$ cat src/rtl/ps2_pkg.sv
// Shared PS/2 definitions: host transmitter state encoding, common command
// bytes and the frame parity helper.
package ps2_pkg;

    typedef enum logic [2:0] {
        IDLE      = 3'd0,
        INHIBIT   = 3'd1,
        RTS       = 3'd2,
        SEND      = 3'd3,
        ACK       = 3'd4,
        WAIT_IDLE = 3'd5
    } ps2_tx_state_e;

    localparam logic [7:0] PS2_CMD_RESET        = 8'hFF;
    localparam logic [7:0] PS2_CMD_ENABLE       = 8'hF4;
    localparam logic [7:0] PS2_CMD_SET_DEFAULTS = 8'hF6;
    localparam logic [7:0] PS2_ACK_BYTE         = 8'hFA;

    // Odd parity bit: makes the total count of ones in data+parity odd.
    function automatic logic odd_parity(input logic [7:0] data);
        return ~(^data);
    endfunction

endpackage

$ cat src/rtl/ps2_host_tx_if.sv
// Command handshake and completion status between the init logic and the
// PS/2 host transmitter.
interface ps2_host_tx_if;

    logic [7:0] tx_data;
    logic       tx_valid;
    logic       tx_ready;
    logic       busy;
    logic       done;
    logic       ack_ok;
    logic       err_timeout;

    modport master (
        output tx_data, tx_valid,
        input  tx_ready, busy, done, ack_ok, err_timeout
    );

    modport slave (
        input  tx_data, tx_valid,
        output tx_ready, busy, done, ack_ok, err_timeout
    );

endinterface

$ cat src/rtl/ps2_sync_edge.sv
// Two-flop synchronizer for an asynchronous PS/2 pin plus a falling-edge
// detector on the synchronized level. Idle bus level is high, so the flops
// reset to 1 to avoid a false edge after reset.
module ps2_sync_edge (
    input  logic clk,
    input  logic rst,
    input  logic pin_in,
    output logic level,
    output logic fall
);

    logic [1:0] sync_r;
    logic       prev_r;

    // Shift the raw pin through two flops and keep the previous synced level.
    always_ff @(posedge clk) begin
        if (rst) begin
            sync_r <= 2'b11;
            prev_r <= 1'b1;
        end else begin
            sync_r <= {sync_r[0], pin_in};
            prev_r <= sync_r[1];
        end
    end

    assign level = sync_r[1];
    assign fall  = prev_r & ~sync_r[1];

endmodule

$ cat src/rtl/ps2_host_tx.sv
// PS/2 host-to-device transmitter: inhibits the bus, requests to send, then
// shifts start/data/parity/stop on device-generated clock falls and collects
// the device ACK. Pins are driven only through open-drain enables.
module ps2_host_tx #(
    parameter int INHIBIT_CYCLES = 5000,
    parameter int RTS_CYCLES     = 50,
    parameter int TIMEOUT_CYCLES = 750000,
    parameter int CNT_W          = 20
) (
    input  logic          clk,
    input  logic          rst,
    ps2_host_tx_if.slave  bus,
    input  logic          ps2_clk_in,
    input  logic          ps2_data_in,
    output logic          ps2_clk_oe,
    output logic          ps2_data_oe
);
    import ps2_pkg::*;

    localparam logic [CNT_W-1:0] CNT_ONE  = CNT_W'(1);
    localparam logic [CNT_W-1:0] INH_LAST = CNT_W'(INHIBIT_CYCLES - 1);
    localparam logic [CNT_W-1:0] RTS_LAST = CNT_W'(RTS_CYCLES - 1);
    localparam logic [CNT_W-1:0] TMO_LAST = CNT_W'(TIMEOUT_CYCLES - 1);

    ps2_tx_state_e    state_r, state_s;
    logic [CNT_W-1:0] cnt_r, cnt_s;
    logic [3:0]       bitn_r, bitn_s;
    logic [7:0]       byte_r, byte_s;
    logic             ack_seen_r, ack_seen_s;
    logic             clk_oe_r, clk_oe_s;
    logic             data_oe_r, data_oe_s;
    logic             busy_r, busy_s;
    logic             ready_r, ready_s;
    logic             done_r, done_s;
    logic             ack_ok_r, ack_ok_s;
    logic             err_r, err_s;

    logic clk_lvl_s, clk_fall_s;
    logic data_lvl_s, data_fall_unused_s;
    logic tmo_s;

    ps2_sync_edge u_clk_sync (
        .clk    (clk),
        .rst    (rst),
        .pin_in (ps2_clk_in),
        .level  (clk_lvl_s),
        .fall   (clk_fall_s)
    );

    // Data edges matter only to the receive path; the host samples levels.
    ps2_sync_edge u_data_sync (
        .clk    (clk),
        .rst    (rst),
        .pin_in (ps2_data_in),
        .level  (data_lvl_s),
        .fall   (data_fall_unused_s)
    );

    assign tmo_s = ((state_r == SEND) || (state_r == ACK) || (state_r == WAIT_IDLE))
                   && (cnt_r == TMO_LAST);

    // Next-state and next-output logic; timeout outranks any device event.
    always_comb begin
        state_s    = state_r;
        cnt_s      = cnt_r;
        bitn_s     = bitn_r;
        byte_s     = byte_r;
        ack_seen_s = ack_seen_r;
        clk_oe_s   = clk_oe_r;
        data_oe_s  = data_oe_r;
        busy_s     = busy_r;
        ready_s    = ready_r;
        done_s     = 1'b0;
        ack_ok_s   = 1'b0;
        err_s      = 1'b0;
        if (tmo_s) begin
            state_s   = IDLE;
            cnt_s     = '0;
            clk_oe_s  = 1'b0;
            data_oe_s = 1'b0;
            busy_s    = 1'b0;
            ready_s   = 1'b1;
            done_s    = 1'b1;
            err_s     = 1'b1;
        end else begin
            case (state_r)
                IDLE: begin
                    clk_oe_s  = 1'b0;
                    data_oe_s = 1'b0;
                    cnt_s     = '0;
                    if (bus.tx_valid && ready_r) begin
                        state_s    = INHIBIT;
                        byte_s     = bus.tx_data;
                        ack_seen_s = 1'b0;
                        busy_s     = 1'b1;
                        ready_s    = 1'b0;
                        clk_oe_s   = 1'b1;
                    end else begin
                        busy_s  = 1'b0;
                        ready_s = 1'b1;
                    end
                end
                INHIBIT: begin
                    clk_oe_s = 1'b1;
                    if (cnt_r == INH_LAST) begin
                        state_s   = RTS;
                        cnt_s     = '0;
                        data_oe_s = 1'b1;
                    end else begin
                        cnt_s = cnt_r + CNT_ONE;
                    end
                end
                RTS: begin
                    if (cnt_r == RTS_LAST) begin
                        state_s  = SEND;
                        cnt_s    = '0;
                        bitn_s   = 4'd0;
                        clk_oe_s = 1'b0;
                    end else begin
                        cnt_s = cnt_r + CNT_ONE;
                    end
                end
                SEND: begin
                    cnt_s    = cnt_r + CNT_ONE;
                    clk_oe_s = 1'b0;
                    if (clk_fall_s) begin
                        bitn_s = bitn_r + 4'd1;
                        if (bitn_r < 4'd8) begin
                            data_oe_s = ~byte_r[bitn_r[2:0]];
                        end else if (bitn_r == 4'd8) begin
                            data_oe_s = ~odd_parity(byte_r);
                        end else begin
                            data_oe_s = 1'b0;
                            state_s   = ACK;
                        end
                    end else begin
                        bitn_s = bitn_r;
                    end
                end
                ACK: begin
                    cnt_s     = cnt_r + CNT_ONE;
                    data_oe_s = 1'b0;
                    if (clk_fall_s) begin
                        ack_seen_s = ~data_lvl_s;
                        state_s    = WAIT_IDLE;
                    end else begin
                        ack_seen_s = ack_seen_r;
                    end
                end
                WAIT_IDLE: begin
                    cnt_s = cnt_r + CNT_ONE;
                    if (clk_lvl_s && data_lvl_s) begin
                        state_s  = IDLE;
                        cnt_s    = '0;
                        done_s   = 1'b1;
                        ack_ok_s = ack_seen_r;
                        busy_s   = 1'b0;
                        ready_s  = 1'b1;
                    end else begin
                        state_s = WAIT_IDLE;
                    end
                end
                default: begin
                    state_s   = IDLE;
                    cnt_s     = '0;
                    clk_oe_s  = 1'b0;
                    data_oe_s = 1'b0;
                    busy_s    = 1'b0;
                    ready_s   = 1'b1;
                end
            endcase
        end
    end

    // State, counter, latched byte and registered outputs.
    always_ff @(posedge clk) begin
        if (rst) begin
            state_r    <= IDLE;
            cnt_r      <= '0;
            bitn_r     <= 4'd0;
            byte_r     <= 8'h00;
            ack_seen_r <= 1'b0;
            clk_oe_r   <= 1'b0;
            data_oe_r  <= 1'b0;
            busy_r     <= 1'b0;
            ready_r    <= 1'b1;
            done_r     <= 1'b0;
            ack_ok_r   <= 1'b0;
            err_r      <= 1'b0;
        end else begin
            state_r    <= state_s;
            cnt_r      <= cnt_s;
            bitn_r     <= bitn_s;
            byte_r     <= byte_s;
            ack_seen_r <= ack_seen_s;
            clk_oe_r   <= clk_oe_s;
            data_oe_r  <= data_oe_s;
            busy_r     <= busy_s;
            ready_r    <= ready_s;
            done_r     <= done_s;
            ack_ok_r   <= ack_ok_s;
            err_r      <= err_s;
        end
    end

    assign ps2_clk_oe      = clk_oe_r;
    assign ps2_data_oe     = data_oe_r;
    assign bus.tx_ready    = ready_r;
    assign bus.busy        = busy_r;
    assign bus.done        = done_r;
    assign bus.ack_ok      = ack_ok_r;
    assign bus.err_timeout = err_r;

endmodule

$ cat src/flat_wrapper.sv
// flat-port wrapper written by rule: the top's interface ports become plain ports
module ps2_host_tx_flat import ps2_pkg::*;
#(
    parameter int INHIBIT_CYCLES = 5000,
    parameter int RTS_CYCLES     = 50,
    parameter int TIMEOUT_CYCLES = 750000,
    parameter int CNT_W          = 20
)
  (clk, rst, ps2_clk_in, ps2_data_in, ps2_clk_oe, ps2_data_oe, bus_tx_data, bus_tx_valid, bus_tx_ready, bus_busy, bus_done, bus_ack_ok, bus_err_timeout);
  ps2_host_tx_if bus_i ();
  input  logic clk;
  input  logic rst;
  input  logic ps2_clk_in;
  input  logic ps2_data_in;
  output logic ps2_clk_oe;
  output logic ps2_data_oe;
  input wire logic [$bits(bus_i.tx_data)-1:0] bus_tx_data;
  input wire logic [$bits(bus_i.tx_valid)-1:0] bus_tx_valid;
  output wire logic [$bits(bus_i.tx_ready)-1:0] bus_tx_ready;
  output wire logic [$bits(bus_i.busy)-1:0] bus_busy;
  output wire logic [$bits(bus_i.done)-1:0] bus_done;
  output wire logic [$bits(bus_i.ack_ok)-1:0] bus_ack_ok;
  output wire logic [$bits(bus_i.err_timeout)-1:0] bus_err_timeout;
  assign bus_i.tx_data = bus_tx_data;
  assign bus_i.tx_valid = bus_tx_valid;
  assign bus_tx_ready = bus_i.tx_ready;
  assign bus_busy = bus_i.busy;
  assign bus_done = bus_i.done;
  assign bus_ack_ok = bus_i.ack_ok;
  assign bus_err_timeout = bus_i.err_timeout;
  ps2_host_tx #(.INHIBIT_CYCLES(INHIBIT_CYCLES), .RTS_CYCLES(RTS_CYCLES), .TIMEOUT_CYCLES(TIMEOUT_CYCLES), .CNT_W(CNT_W)) u_core (.clk(clk), .rst(rst), .bus(bus_i), .ps2_clk_in(ps2_clk_in), .ps2_data_in(ps2_data_in), .ps2_clk_oe(ps2_clk_oe), .ps2_data_oe(ps2_data_oe));
endmodule
$ cat config.mk
export PLATFORM = sky130hd
export DESIGN_NAME = ps2_host_tx_flat
export DESIGN_NICKNAME = d
export VERILOG_FILES = /design/src/rtl/ps2_pkg.sv /design/src/rtl/ps2_host_tx_if.sv /design/src/rtl/ps2_sync_edge.sv /design/src/rtl/ps2_host_tx.sv /design/src/flat_wrapper.sv
export SDC_FILE = /design/constraint.sdc
export NUM_CORES = 1
export LEC_CHECK = 0
export CORE_MARGIN = 1.5
export CORE_UTILIZATION = 30
export DETAILED_ROUTE_END_ITERATION = 8
export PLACE_DENSITY = 0.48
export SYNTH_ARGS = -nofsm -noshare
export SYNTH_HDL_FRONTEND = slang
export SYNTH_HIERARCHICAL = 1
export SYNTH_SLANG_ARGS = --single-unit
$ cat constraint.sdc
create_clock -name clk -period 3.75 [get_ports clk]
set_input_delay 0.5625 -clock clk [delete_from_list [all_inputs] [get_ports clk]]
set_output_delay 0.5625 -clock clk [all_outputs]
set_load 0.01 [all_outputs]
==> results.sh, run 1 <==
export IMPL_outcome="finished clean"
export IMPL_diodes=0
export IMPL_path_cells="nand3b_1, a2111oi_2, a31oi_1, nand3b_1, nor3_1"
export IMPL_cts_tree="yes"
export IMPL_post_cts_setup_buffers=0
export IMPL_pin_count=20
export IMPL_detailroute_via_count=1999
export IMPL_peakVddDrop_uv=157
export IMPL_synth_nets=298
export IMPL_grt_pass1_vias=1866
export IMPL_wirelength_mm=5.56
export IMPL_die_h_um=93.0
export IMPL_coreArea_um2=7770
export IMPL_slowest_stage="nand3b_1"
export IMPL_p_total_mw=1.43
export IMPL_cts_root_buf="clkbuf_8"
export IMPL_numPortBuffers=19
export IMPL_wl_per_cell_um=14.0
export IMPL_relSlewSlack=0.441
export IMPL_cts_max_path_buffers=2
export IMPL_drt_first_iter_violations=87
export IMPL_cpPeakStageDelay_ns=0.69
export IMPL_arrival_ns=2.85
export IMPL_hold_viol=0
export IMPL_place_gp_congestion=0.768
export IMPL_dp_hpwl_mm=4.05
export IMPL_max_cap_viol_count=0
export IMPL_cp_startpoint="u_core/state_r[0]"
export IMPL_worst_pin_slew_ns=0.835
export IMPL_gr_total_overflow=0
export IMPL_min_from="u_core/u_data_sync/sync_r[0]"
export IMPL_final_layout_size_suffix_gt1_frac=0.0811
export IMPL_path_max_fanout=20
export IMPL_htree_num_levels=2
export IMPL_crit_top_cell="nand3b_1"
export IMPL_leakage_nw=0.917
export IMPL_ant_nets=0
export IMPL_hold_class="register to register"
export IMPL_grt_max_degree=23
export IMPL_ctsHoldBuffers=0
export IMPL_drt_pass1_iterations=4
export IMPL_viasPerCell=5.02
export IMPL_avgSynthCellArea_um2=8.64
export IMPL_fin_crit_ns=2.69
export IMPL_final_cell_mix="dfxtp_1 (48), nand2_1 (34), nor3_1 (28), clkdlybuf4s50_1 (19), a21oi_1 (15)"
export IMPL_area_growth_pct=15.0
export IMPL_cp_end_kind="register"
export IMPL_power_density_nw_per_um2=513
export IMPL_yosysWarnings=6
export IMPL_max_freq_ghz=0.372
export IMPL_slew_viol_final=0
export IMPL_antenna_found_initial=0
export IMPL_cts_resized=0
export IMPL_nets=312
export IMPL_setup_tns_ns=0
export IMPL_critPathKind="register to register"
export IMPL_tritoncts_num_buffers=5
export IMPL_grt_pass1_wl_mm=9.54
export IMPL_die_x_um=93.0
export IMPL_period_share=0.718
export IMPL_cp_start_kind="register"
export IMPL_worstPathRequired_ns=3.91
export IMPL_initial_core_util=0.313
export IMPL_timing_rr_start="u_core/state_r[0]"
export IMPL_clk_pin_slew_ns=0.09
export IMPL_syn_area_um2=2430
export IMPL_finalSetupViolCount=0
export IMPL_layout_commonest_cell="dfxtp_1"
export IMPL_clk_latency_ns=0.30
export IMPL_cts_sinks=48
export IMPL_num_rows=32
export IMPL_dieArea_um2=8640
export IMPL_synthCells=281
export IMPL_whs_ns=0.416
export IMPL_drc=0
export IMPL_rsz0062_at_grt="false"
export IMPL_grt_usage=0.140
export IMPL_skew_ns=0.00512
final timing paths:
kind / to / slack (ns) / cells past startpoint
worst max-delay path: u_core/cnt_r[4] / 1.06 / 5
worst min-delay path: u_core/u_data_sync/sync_r[1] / 0.42 / 1
worst max register to register: u_core/cnt_r[4] / 1.06 / 5
worst min register to register: u_core/u_data_sync/sync_r[1] / 0.42 / 1
flip-flops by register name (all words and copies together), names as in the netlist:
| name | count |
|---|---|
| u_core/cnt_r | 20 |
| u_core/ps2_clk_oe | 1 |
| u_core/ack_seen_r | 1 |
| u_core/state_r | 3 |
| u_core/u_data_sync/sync_r | 2 |
| u_core/ps2_data_oe | 1 |
| u_core/bus.done | 1 |
| u_core/u_clk_sync/prev_r | 1 |
| u_core/bitn_r | 4 |
| u_core/byte_r | 8 |
| u_core/bus.err_timeout | 1 |
| u_core/bus.ack_ok | 1 |
| u_core/bus.busy | 1 |
| u_core/bus.tx_ready | 1 |
| u_core/u_clk_sync/sync_r | 2 |
power breakdown:
group / internal (mW) / switching [mW]
sequential: 0.560 / 0.0735
clock: 0.130 / 0.179
combinational: 0.202 / 0.288
total: 0.892 / 0.540
stage by stage:
stage                     setup slack [ns]  cells  area [um2]   util
after floorplan                       1.88    281        2430      -
after global placement                1.16    390        2710  0.348
after detailed placement              1.08    390        2710  0.348
after CTS                             1.08    398        2790  0.360
after global routing                 0.787    398        2790  0.360
final                                 1.06    398        2790  0.360
per-layer routing:
layer | wire length [um] | GRT usage | up-vias | part of all wire
met4 | 69 | 0.0455 | 0 | 0.012
met2 | 2540 | 0.214 | 22 | 0.46
met1 | 2790 | 0.196 | 937 | 0.50
met5 | 0 | 0 | - | 0
met3 | 154 | 0.0276 | 7 | 0.028
li1 | - | - | 1033 | -
cell type report:
cell class,instances,area (um2)
Fill cell,841,4970
Inverter,8,30.0
Timing Repair Buffer,21,205
Sequential cell,48,961
Tap cell,102,128
Clock inverter,3,18.8
Multi-Input combinational cell,211,1380
Clock buffer,5,68.8
critical path: cells and delay by family (launching register included):
family | cells | cell delay (ns)
and+or+nand+nor | 3 | 1.05
AOI/OAI and AO/OA | 2 | 0.82
DFF | 1 | 0.68
No activity file was read; power rests on OpenSTA's default activity.
==> run 2: changes to the inputs <==
==> constraint.sdc (replaced) <==
create_clock -name clk -period 2.72 [get_ports clk]
set_input_delay 0.408 -clock clk [delete_from_list [all_inputs] [get_ports clk]]
set_output_delay 0.408 -clock clk [all_outputs]
set_load 0.01 [all_outputs]
==> run 2 against run 1 <==
Effect of this change: first-iteration DRC count grew 18%; utilization rose by 0.42 points; hold slack got worse by 0.0011 ns; largest cell class unchanged.
==> results.sh, run 2 (synthesis gave the netlist of run 1 again) <==
export IMPL_skew_ns=0.00265
export IMPL_ctsHoldBuffers=0
export IMPL_period_share=0.861
export IMPL_htree_num_levels=2
export IMPL_peakVddDrop_uv=243
export IMPL_clk_latency_ns=0.30
export IMPL_max_cap_viol_count=0
export IMPL_dieArea_um2=8640
export IMPL_grt_usage=0.142
export IMPL_wl_per_cell_um=14.1
export IMPL_cts_tree="yes"
export IMPL_grt_pass1_wl_mm=9.64
export IMPL_hold_class="register to register"
export IMPL_fin_ws_ns=0.377
export IMPL_finalSetupViolCount=0
export IMPL_top_register="u_core/cnt_r"
export IMPL_pin_count=20
export IMPL_cts_root_buf="clkbuf_8"
export IMPL_die_h_um=93.0
export IMPL_cpPeakStageDelay_ns=0.61
export IMPL_wl_met2_mm=2.74
export IMPL_slew_viol_final=0
export IMPL_leakage_nw=0.927
export IMPL_dp_hpwl_mm=4.14
export IMPL_fin_crit_ns=2.34
export IMPL_ant_nets=0
export IMPL_preCtsSetupSlack_ns=0.410
export IMPL_final_cells=401
export IMPL_coreArea_um2=7770
export IMPL_slowest_stage="dfxtp_1"
export IMPL_path_max_fanout=20
export IMPL_crit_top_cell="nand3b_1"
export IMPL_power_density_nw_per_um2=718
export IMPL_path_cells="nand3b_1, a2111oi_2, a31oi_1, nand3b_1, buf_4, nor3_1"
export IMPL_num_rows=32
export IMPL_wirelength_mm=5.64
export IMPL_die_x_um=93.0
export IMPL_cp_end_kind="register"
export IMPL_multiInputGateArea_um2=1380
export IMPL_worstPathRequired_ns=2.91
export IMPL_relSlewSlack=0.589
export IMPL_area_growth_pct=16.4
export IMPL_initial_core_util=0.313
export IMPL_max_freq_ghz=0.427
export IMPL_gr_total_overflow=0
export IMPL_rsz0062_at_grt="false"
export IMPL_cts_max_path_buffers=2
export IMPL_diodes=0
export IMPL_cp_start_kind="register"
export IMPL_drt_first_iter_violations=103
export IMPL_wl_met3_um=188
export IMPL_cts_sinks=48
export IMPL_viasPerCell=5.10
export IMPL_detailroute_via_count=2047
export IMPL_critPathKind="register to register"
export IMPL_largestRegisters="u_core/cnt_r: 20 flops, u_core/byte_r: 8 flops, u_core/bitn_r: 4 flops"
export IMPL_m1WireLength_mm=2.65
export IMPL_cts_resized=0
export IMPL_antenna_found_initial=0
export IMPL_final_layout_size_suffix_gt1_frac=0.0903
export IMPL_drc=0
export IMPL_worst_pin_slew_ns=0.613
export IMPL_largest_reg_flops=20
export IMPL_outcome="finished clean"
export IMPL_grt_max_degree=22
export IMPL_post_cts_setup_buffers=0
export IMPL_p_total_mw=2.03
export IMPL_ff2ff_setup_slack_ns=0.38
export IMPL_drt_pass1_iterations=4
export IMPL_highest_layer="met4"
export IMPL_dp_cells=393
export IMPL_arrival_ns=2.54
export IMPL_regArea_um2=961
export IMPL_setup_tns_ns=0
export IMPL_nets=315
export IMPL_hold_viol=0
export IMPL_layout_commonest_cell="dfxtp_1"
export IMPL_final_cell_mix="dfxtp_1 (48), nand2_1 (34), nor3_1 (28), clkdlybuf4s50_1 (19), a21oi_1 (15)"
export IMPL_nFillCells=820
export IMPL_tritoncts_num_buffers=5
export IMPL_clk_pin_slew_ns=0.09
export IMPL_grt_pass1_vias=1929
export IMPL_numPortBuffers=19
export IMPL_place_gp_congestion=0.814
## run 2: area by class of cell
type	count	area share
clock buffers	6	0.0292
well taps	102	0.0452
multi-input cells	211	0.489
repair buffers	24	0.0806
inverters	8	0.0106
clock inverters	2	0.00531
flip-flops and latches	48	0.340
## run 2: path summary, 6_finish.rpt
kind,end,startpoint,cells after the start
setup / recovery,u_core/cnt_r[5],u_core/state_r[1],6
hold / removal,u_core/u_clk_sync/sync_r[1],u_core/u_clk_sync/sync_r[0],1
setup reg to reg,u_core/cnt_r[5],u_core/state_r[1],6
hold reg to reg,u_core/u_clk_sync/sync_r[1],u_core/u_clk_sync/sync_r[0],1
## run 2: report_power, final
part	switching, mW	internal, mW	leakage (nW)
registers	0.0852	0.772	0.390
clock network	0.247	0.206	0.0434
logic	0.419	0.300	0.493
## run 2: layer usage
metal,global-route usage,vias up
met5,0,-
met4,0.0455,0
met3,0.0244,6
met2,0.231,34
met1,0.191,973
li1,-,1034
## run 2: worst max-delay path: cells and delay by family, from the launching register on
kind | cells | cell delay (ns)
AOI/OAI and AO/OA | 2 | 0.85
DFF | 1 | 0.61
and+or+nand+nor | 3 | 0.49
buffers and inverters | 1 | 0.25
## run 2: per-stage QoR
step            util  hold slack (ns)  area (um2)
2_1_floorplan      -            0.385        2430
3_3_place_gp   0.351            0.390        2730
3_5_place_dp   0.351            0.397        2730
4_1_cts        0.364            0.418        2830
5_1_grt        0.364            0.430        2830
6_report       0.364            0.414        2830
==> run 3: changes to the inputs <==
==> constraint.sdc (replaced) <==
create_clock -name clk -period 2.72 [get_ports clk]
set_input_delay 0.68 -clock clk [delete_from_list [all_inputs] [get_ports clk]]
set_output_delay 0.68 -clock clk [all_outputs]
set_load 0.01 [all_outputs]
==> run 3 against run 2 <==
Effect of this change: final area up 1.0%; worst setup slack better by 0.17 ns; combinational power up 3%; utilization up 0.37 points; sequential share of layout area down 0.34 points; critical path type unchanged; critical path depth unchanged; hold slack about the same.
==> results.sh, run 3 (synthesis gave the netlist of run 1 again) <==
export IMPL_outcome="finished clean"
export IMPL_critPathKind="register to register"
export IMPL_peakVddDrop_uv=242
export IMPL_dieArea_um2=8640
export IMPL_wirelength_mm=5.80
export IMPL_p_total_mw=2.11
export IMPL_finish_utilization=0.368
export IMPL_max_freq_ghz=0.461
export IMPL_ff2ff_setup_slack_ns=0.55
export IMPL_grt_pass1_vias=2011
export IMPL_viasPerCell=5.00
export IMPL_drc=0
export IMPL_skew_ns=0.00437
export IMPL_min_from="u_core/u_clk_sync/sync_r[0]"
export IMPL_switchingPower_uw=763
export IMPL_cts_resized=0
export IMPL_grt_pass1_wl_mm=9.95
export IMPL_detailroute_via_count=2016
export IMPL_top_register="u_core/cnt_r"
export IMPL_power_density_nw_per_um2=739
export IMPL_wl_per_cell_um=14.4
export IMPL_cp_start_kind="register"
export IMPL_intPower_mw=1.35
export IMPL_timing_hold_worst_endpoint="u_core/u_clk_sync/sync_r[1]"
export IMPL_cts_sinks=48
export IMPL_tritoncts_num_buffers=5
export IMPL_dp_hpwl_mm=4.18
export IMPL_antenna_found_initial=0
export IMPL_ff2ff_path_depth=6
export IMPL_final_layout_size_suffix_gt1_frac=0.0963
export IMPL_gr_total_overflow=0
export IMPL_num_rows=32
export IMPL_worst_pin_slew_ns=0.545
export IMPL_fin_ws_ns=0.549
export IMPL_max_cap_viol_count=0
export IMPL_pwr_share_clk=0.249
export IMPL_fin_crit_ns=2.17
export IMPL_arrival_ns=2.39
export IMPL_post_cts_setup_buffers=0
export IMPL_timing_rr_start="u_core/cnt_r[0]"
export IMPL_die_h_um=93.0
export IMPL_hold_class="register to register"
export IMPL_clk_pin_slew_ns=0.09
export IMPL_nFillCells=842
export IMPL_whs_path_depth=1
export IMPL_htree_num_levels=2
export IMPL_diodes=0
export IMPL_regArea_um2=961
export IMPL_largestRegisters="u_core/cnt_r: 20 flops, u_core/byte_r: 8 flops, u_core/bitn_r: 4 flops"
export IMPL_relSlewSlack=0.634
export IMPL_multiInputGateArea_um2=1380
export IMPL_die_x_um=93.0
export IMPL_leakage_nw=0.948
export IMPL_drt_pass1_iterations=4
export IMPL_grt_usage=0.146
export IMPL_ant_nets=0
export IMPL_drt_first_iter_violations=96
export IMPL_cts_max_path_buffers=2
export IMPL_r2r_end="u_core/state_r[0]"
export IMPL_cts_root_buf="clkbuf_8"
export IMPL_pin_count=20
export IMPL_final_cell_mix="dfxtp_1 (48), nand2_1 (34), nor3_1 (28), clkdlybuf4s50_1 (19), a21oi_1 (15)"
export IMPL_cp_end_kind="register"
export IMPL_area_growth_pct=17.6
export IMPL_preCtsSetupSlack_ns=0.493
export IMPL_pwr_share_seq=0.400
export IMPL_initial_core_util=0.313
export IMPL_pwr_share_comb=0.350
export IMPL_worstPathRequired_ns=2.94
export IMPL_path_max_fanout=6
export IMPL_rsz0062_at_grt="false"
export IMPL_hold_viol=0
export IMPL_slew_viol_final=0
export IMPL_setup_tns_ns=0
export IMPL_cp_startpoint="u_core/cnt_r[0]"
export IMPL_numPortBuffers=19
export IMPL_period_share=0.798
export IMPL_swShare=0.362
export IMPL_ctsHoldBuffers=0
export IMPL_largest_reg_flops=20
export IMPL_grt_max_degree=22
export IMPL_cts_tree="yes"
export IMPL_finalSetupViolCount=0
export IMPL_place_gp_congestion=0.762
export IMPL_coreArea_um2=7770
export IMPL_nets=317
export IMPL_clk_latency_ns=0.30
export IMPL_layout_commonest_cell="dfxtp_1"
## run 3: cell types whose count changed in the layout (fill, tap and decap cells not counted)
cell and delta:
clkinvlp_4 -1, bufinv_16 +1, buf_4 +2, clkbuf_8 -1, clkinv_2 +1
## run 3: layout make-up
type / count / area share
clock buffer: 5 / 0.0241
clock inverter: 3 / 0.0149
multi-input combinational: 211 / 0.484
tap: 102 / 0.0447
timing repair buffer: 26 / 0.0850
sequential: 48 / 0.337
inverter: 8 / 0.0105
## run 3: worst max path at each step
stage	cells after the start	endpoint
2_1_floorplan	6	u_core/ps2_data_oe
5_1_grt	6	u_core/ps2_data_oe
3_3_place_gp	6	u_core/state_r[0]
6_report	6	u_core/state_r[0]
4_1_cts	6	u_core/state_r[0]
3_5_place_dp	6	u_core/state_r[0]
## run 3: worst max-delay path: stages, from the launching register on
cell	delay [ns]
dfxtp_1	0.40
ha_1	0.23
nand4_1	0.15
nor3b_4	0.34
a31oi_1	0.26
o41a_1	0.47
a311oi_1	0.23
## run 3: metrics by stage
stage | cells | hold WS, ns | area [um2]
floorplan | 281 | 0.385 | 2430
global placement | 395 | 0.391 | 2740
detailed placement | 395 | 0.394 | 2740
CTS | 403 | 0.416 | 2860
global route | 403 | 0.441 | 2860
finish | 403 | 0.414 | 2860
## run 3: power groups by stage
| stage | Sequential, mW | Combinational [mW] | Clock, mW |
|---|---|---|---|
| 3_5_place_dp | 0.861 | 0.738 | 0 |
| 2_1_floorplan | 0.841 | 0.517 | 0 |
| 5_1_grt | 0.857 | 0.817 | 0.573 |
| 6_report | 0.844 | 0.739 | 0.526 |
| 3_3_place_gp | 0.864 | 0.743 | 0 |
| 4_1_cts | 0.845 | 0.744 | 0.544 |
## run 3: layer usage
layer,GRT usage,vias to the layer above,wire length [um]
met4,0.0429,0,58
met1,0.194,945,2860
li1,-,1041,-
met2,0.237,24,2720
met3,0.0285,6,163
met5,0,-,0
==> variant 1 (config.mk and constraints of run 3) <==
`byte_r` no longer has a reset.
--- a/src/rtl/ps2_host_tx.sv
+++ b/src/rtl/ps2_host_tx.sv
@@ -180,3 +180,2 @@
             bitn_r     <= 4'd0;
-            byte_r     <= 8'h00;
             ack_seen_r <= 1'b0;
@@ -193,3 +192,2 @@
             bitn_r     <= bitn_s;
-            byte_r     <= byte_s;
             ack_seen_r <= ack_seen_s;
@@ -205,2 +203,6 @@
 
+    always_ff @(posedge clk) begin
+        byte_r <= byte_s;
+    end
+
     assign ps2_clk_oe      = clk_oe_r;
Behaviour: no difference found for any inputs over 10 cycles, from zero or initial values and one cycle with rst high; that may be too few to reach the edited logic, so the function may still have changed.
==> variant 1 against run 3 <==
Wire length fell by 9.7%. Power down 14%. Sequential cell count stayed put. Setup slack lost 0.038 ns. Critical path depth increased by 1. Design area fell by 2.1%. Critical path type unchanged. Critical endpoint is now u_core/cnt_r[11]$_SDFF_PP0_. Highest routed layer unchanged. Area after synthesis down 0.62%. Sequential share of layout area increased by 3.6 points.
==> variant 1: results (changes against run 3) <==
- Port Buffer Count: 19 (unchanged)
- Share of cells above drive strength 1: 0.111 (+0.0148)
- Peak supply drop: 212 uV (-13%)
- Critical path's slowest cell: o31ai_2
- Sw Share: 0.326 (-0.0356)
- Worst hold path class: reg -> reg
- Syn Nets: 273 (-8.4%)
- Via count: 1864 (-7.5%)
- Final net count: 295 (-6.9%)
- Total global-route track usage: 0.133 (-0.0129)
- CP Max Fanout: 20 (+14)
- Hold wc startpoint: u_core/u_data_sync/sync_r[0]$_SDFF_PP1_
- Hold depth: 1 (unchanged)
- Clock power frac: 0.224 (-0.025)
- Critical Path AT: between 2 and 2.5 ns
- Routed length per instance: 13.7 microns (-4.5%)
- Part of the power in registers: 0.474 (+0.074)
- Global-route wire length before repair: 9040 microns (-9.1%)
- Resize count post-CTS: 0 (unchanged)
- Pin count of the biggest net entering global routing: 21 (-4.5%)
- R2R depth: 7 (+1)
- Run status: completed
- TritonRoute pass-1 iters: 4 (unchanged)
- Setup Skew: 0.00697 ns (+0.00261 ns)
- Worst-Margin Slew: 0.601 ns (+0.0565 ns)
- Syn. warnings: 6 (unchanged)
- Vias in the first global route: 1864 (-7.3%)
- Drt initial violations: 108 (+13%)
- WHS Endpoint: u_core/u_data_sync/sync_r[1]$_SDFF_PP1_
- Final RePlAce weighted congestion: 0.758 (-0.45%)
- P_leak: 0.876 nW (-7.7%)
- # fillers: 821 (-2.5%)
- DPL Wire Length: 3770 microns (-9.9%)
- Clock Latency Late Sink: 0.30 ns (about the same)
- RR Endpoint: u_core/cnt_r[11]$_SDFF_PP0_
- R2R Setup Slk: 0.51 ns (-0.04 ns)
==> variant 1: stage by stage <==
step,power (W),instances,setup slack (ns),area (sq um),hold slack [ns]
2_1_floorplan,0.00123,256,0.623,2410,0.385
3_3_place_gp,0.00142,373,0.511,2710,0.393
3_5_place_dp,0.00142,373,0.449,2710,0.395
4_1_cts,0.00183,381,0.519,2790,0.420
5_1_grt,0.00193,381,0.349,2790,0.436
6_report,0.00181,381,0.511,2790,0.414
==> variant 1: area by class of cell <==
cell class	instances	area, sq um	area share
multi-input cells	184	1250	0.449
flip-flops and latches	48	1040	0.373
repair buffers	26	243	0.0869
well taps	102	128	0.0457
clock buffers	7	76.3	0.0273
inverters	13	48.8	0.0175
clock inverters	1	3.75	0.00134
==> variant 1: per-layer routing <==
layer | vias to the layer above | track usage | wire length (microns)
li1 | 962 | - | -
met1 | 879 | 0.166 | 2550
met2 | 19 | 0.227 | 2520
met3 | 4 | 0.0279 | 118
met4 | 0 | 0.0417 | 44
met5 | - | 0 | 0
==> variant 2 (flow settings as in run 3) <==
Made on the original files. `CNT_W` is set to 20 in 2 places; all go to 40.
--- a/src/rtl/ps2_host_tx.sv
+++ b/src/rtl/ps2_host_tx.sv
@@ -7,3 +7,3 @@
     parameter int TIMEOUT_CYCLES = 750000,
-    parameter int CNT_W          = 20
+    parameter int CNT_W          = 40
 ) (
--- a/src/flat_wrapper.sv
+++ b/src/flat_wrapper.sv
@@ -6,3 +6,3 @@
     parameter int TIMEOUT_CYCLES = 750000,
-    parameter int CNT_W          = 20
+    parameter int CNT_W          = 40
 )
Formal check against the unedited RTL: no difference found for any inputs over 10 cycles, from zero or initial values and one cycle with rst high; that may be too few to reach the edited logic, so the function may still have changed.
==> variant 2 against run 3 <==
Power rose by 30%. Global-route usage fell by 0.46 points. Sequential share of layout area fell by 0.93 points. Area after synthesis rose by 43%. Hold slack got worse by 0.0095 ns. Highest routed layer unchanged. Sequential cell count rose by 20. Design area rose by 46%. Largest power group is now clock. Critical path type unchanged. Wire length rose by 43%. Final cell count rose by 43%. Clock power rose by 120%. Setup slack got worse by 0.24 ns.
==> variant 2: results (changes against run 3) <==
- CP Max Fanout: 23 (+17)
- Post-DP Area: 3870 sq um (+41%)
- Min cycle time layout: 2.41 ns (+0.243 ns)
- Vias/cell: 5.14 (+2.8%)
- Total global-route track usage: 0.141 (-0.00455)
- P_leak: 1.34 nW (+42%)
- Critical path's slowest cell: or4_4
- Final RePlAce weighted congestion: 0.755 (-0.87%)
- DPL Wire Length: 5870 microns (+40%)
- Critical Path AT: 2.62 ns (+0.23 ns)
- Syn Nets: 423 (+42%)
- CTS Buf Count: 9 (+4)
- Hold wc startpoint: u_core/u_data_sync/sync_r[0]$_SDFF_PP1_
- # placed instances: 563 (+43%)
- Share of cells above drive strength 1: 0.101 (+0.00480)
- Htree depth: 3 (+1)
- Run status: completed
- Clock slew seen by the registers of the worst setup and hold paths: 0.05 ns (-0.04 ns)
- Critical path origin: u_core/cnt_r[6]$_SDFF_PP0_
- # fillers: 1175 (+40%)
- Cell family with most CP delay: simple AND/OR/NAND/NOR gates
- Setup Skew: 0.00855 ns (+0.00419 ns)
- Final net count: 448 (+41%)
- Peak supply drop: 303 uV (+25%)
- Routed length per instance: 14.3 microns (-0.26%)
- Drt initial violations: 189 (+97%)
- Cells after Synth: 406 (+44%)
variant 2: metal layers:
metal  share of wire  routed length, microns  GRT usage
met1            0.51                    4250      0.193
met2            0.44                    3660      0.212
met3           0.031                     260     0.0328
met4           0.014                     120     0.0615
met5               0                       0          0
variant 2: through the flow:
stage	total power [W]	hold WS (ns)	utilization
6_report	0.00275	0.405	0.366
5_1_grt	0.00289	0.440	0.366
4_1_cts	0.00278	0.405	0.366
3_5_place_dp	0.00164	0.394	0.340
3_3_place_gp	0.00163	0.393	0.340
2_1_floorplan	0.00150	0.385	-
variant 2: worst register-to-register path, cell delays in order, from the launching register on:
cell	delay, ns
dfxtp_1	0.34
or4_4	0.58
or4_4	0.58
a2bb2oi_2	0.19
o2111a_2	0.23
buf_4	0.27
nor3_1	0.11
variant 2: cell type report:
cell class,instances,area share
Clock inverter,4,0.0120
Clock buffer,11,0.0583
Inverter,10,0.00902
Sequential cell,68,0.327
Tap cell,143,0.0430
Timing Repair Buffer,34,0.0758
Multi-Input combinational cell,308,0.475
variant 2: power groups by stage:
| stage | clock (W) | combinational, W | sequential (W) |
|---|---|---|---|
| after floorplan | 0 | 0.000408 | 0.00109 |
| after global placement | 0 | 0.000541 | 0.00109 |
| after detailed placement | 0 | 0.000542 | 0.00109 |
| after CTS | 0.00117 | 0.000545 | 0.00107 |
| after global routing | 0.00122 | 0.000598 | 0.00108 |
| final | 0.00114 | 0.000537 | 0.00107 |
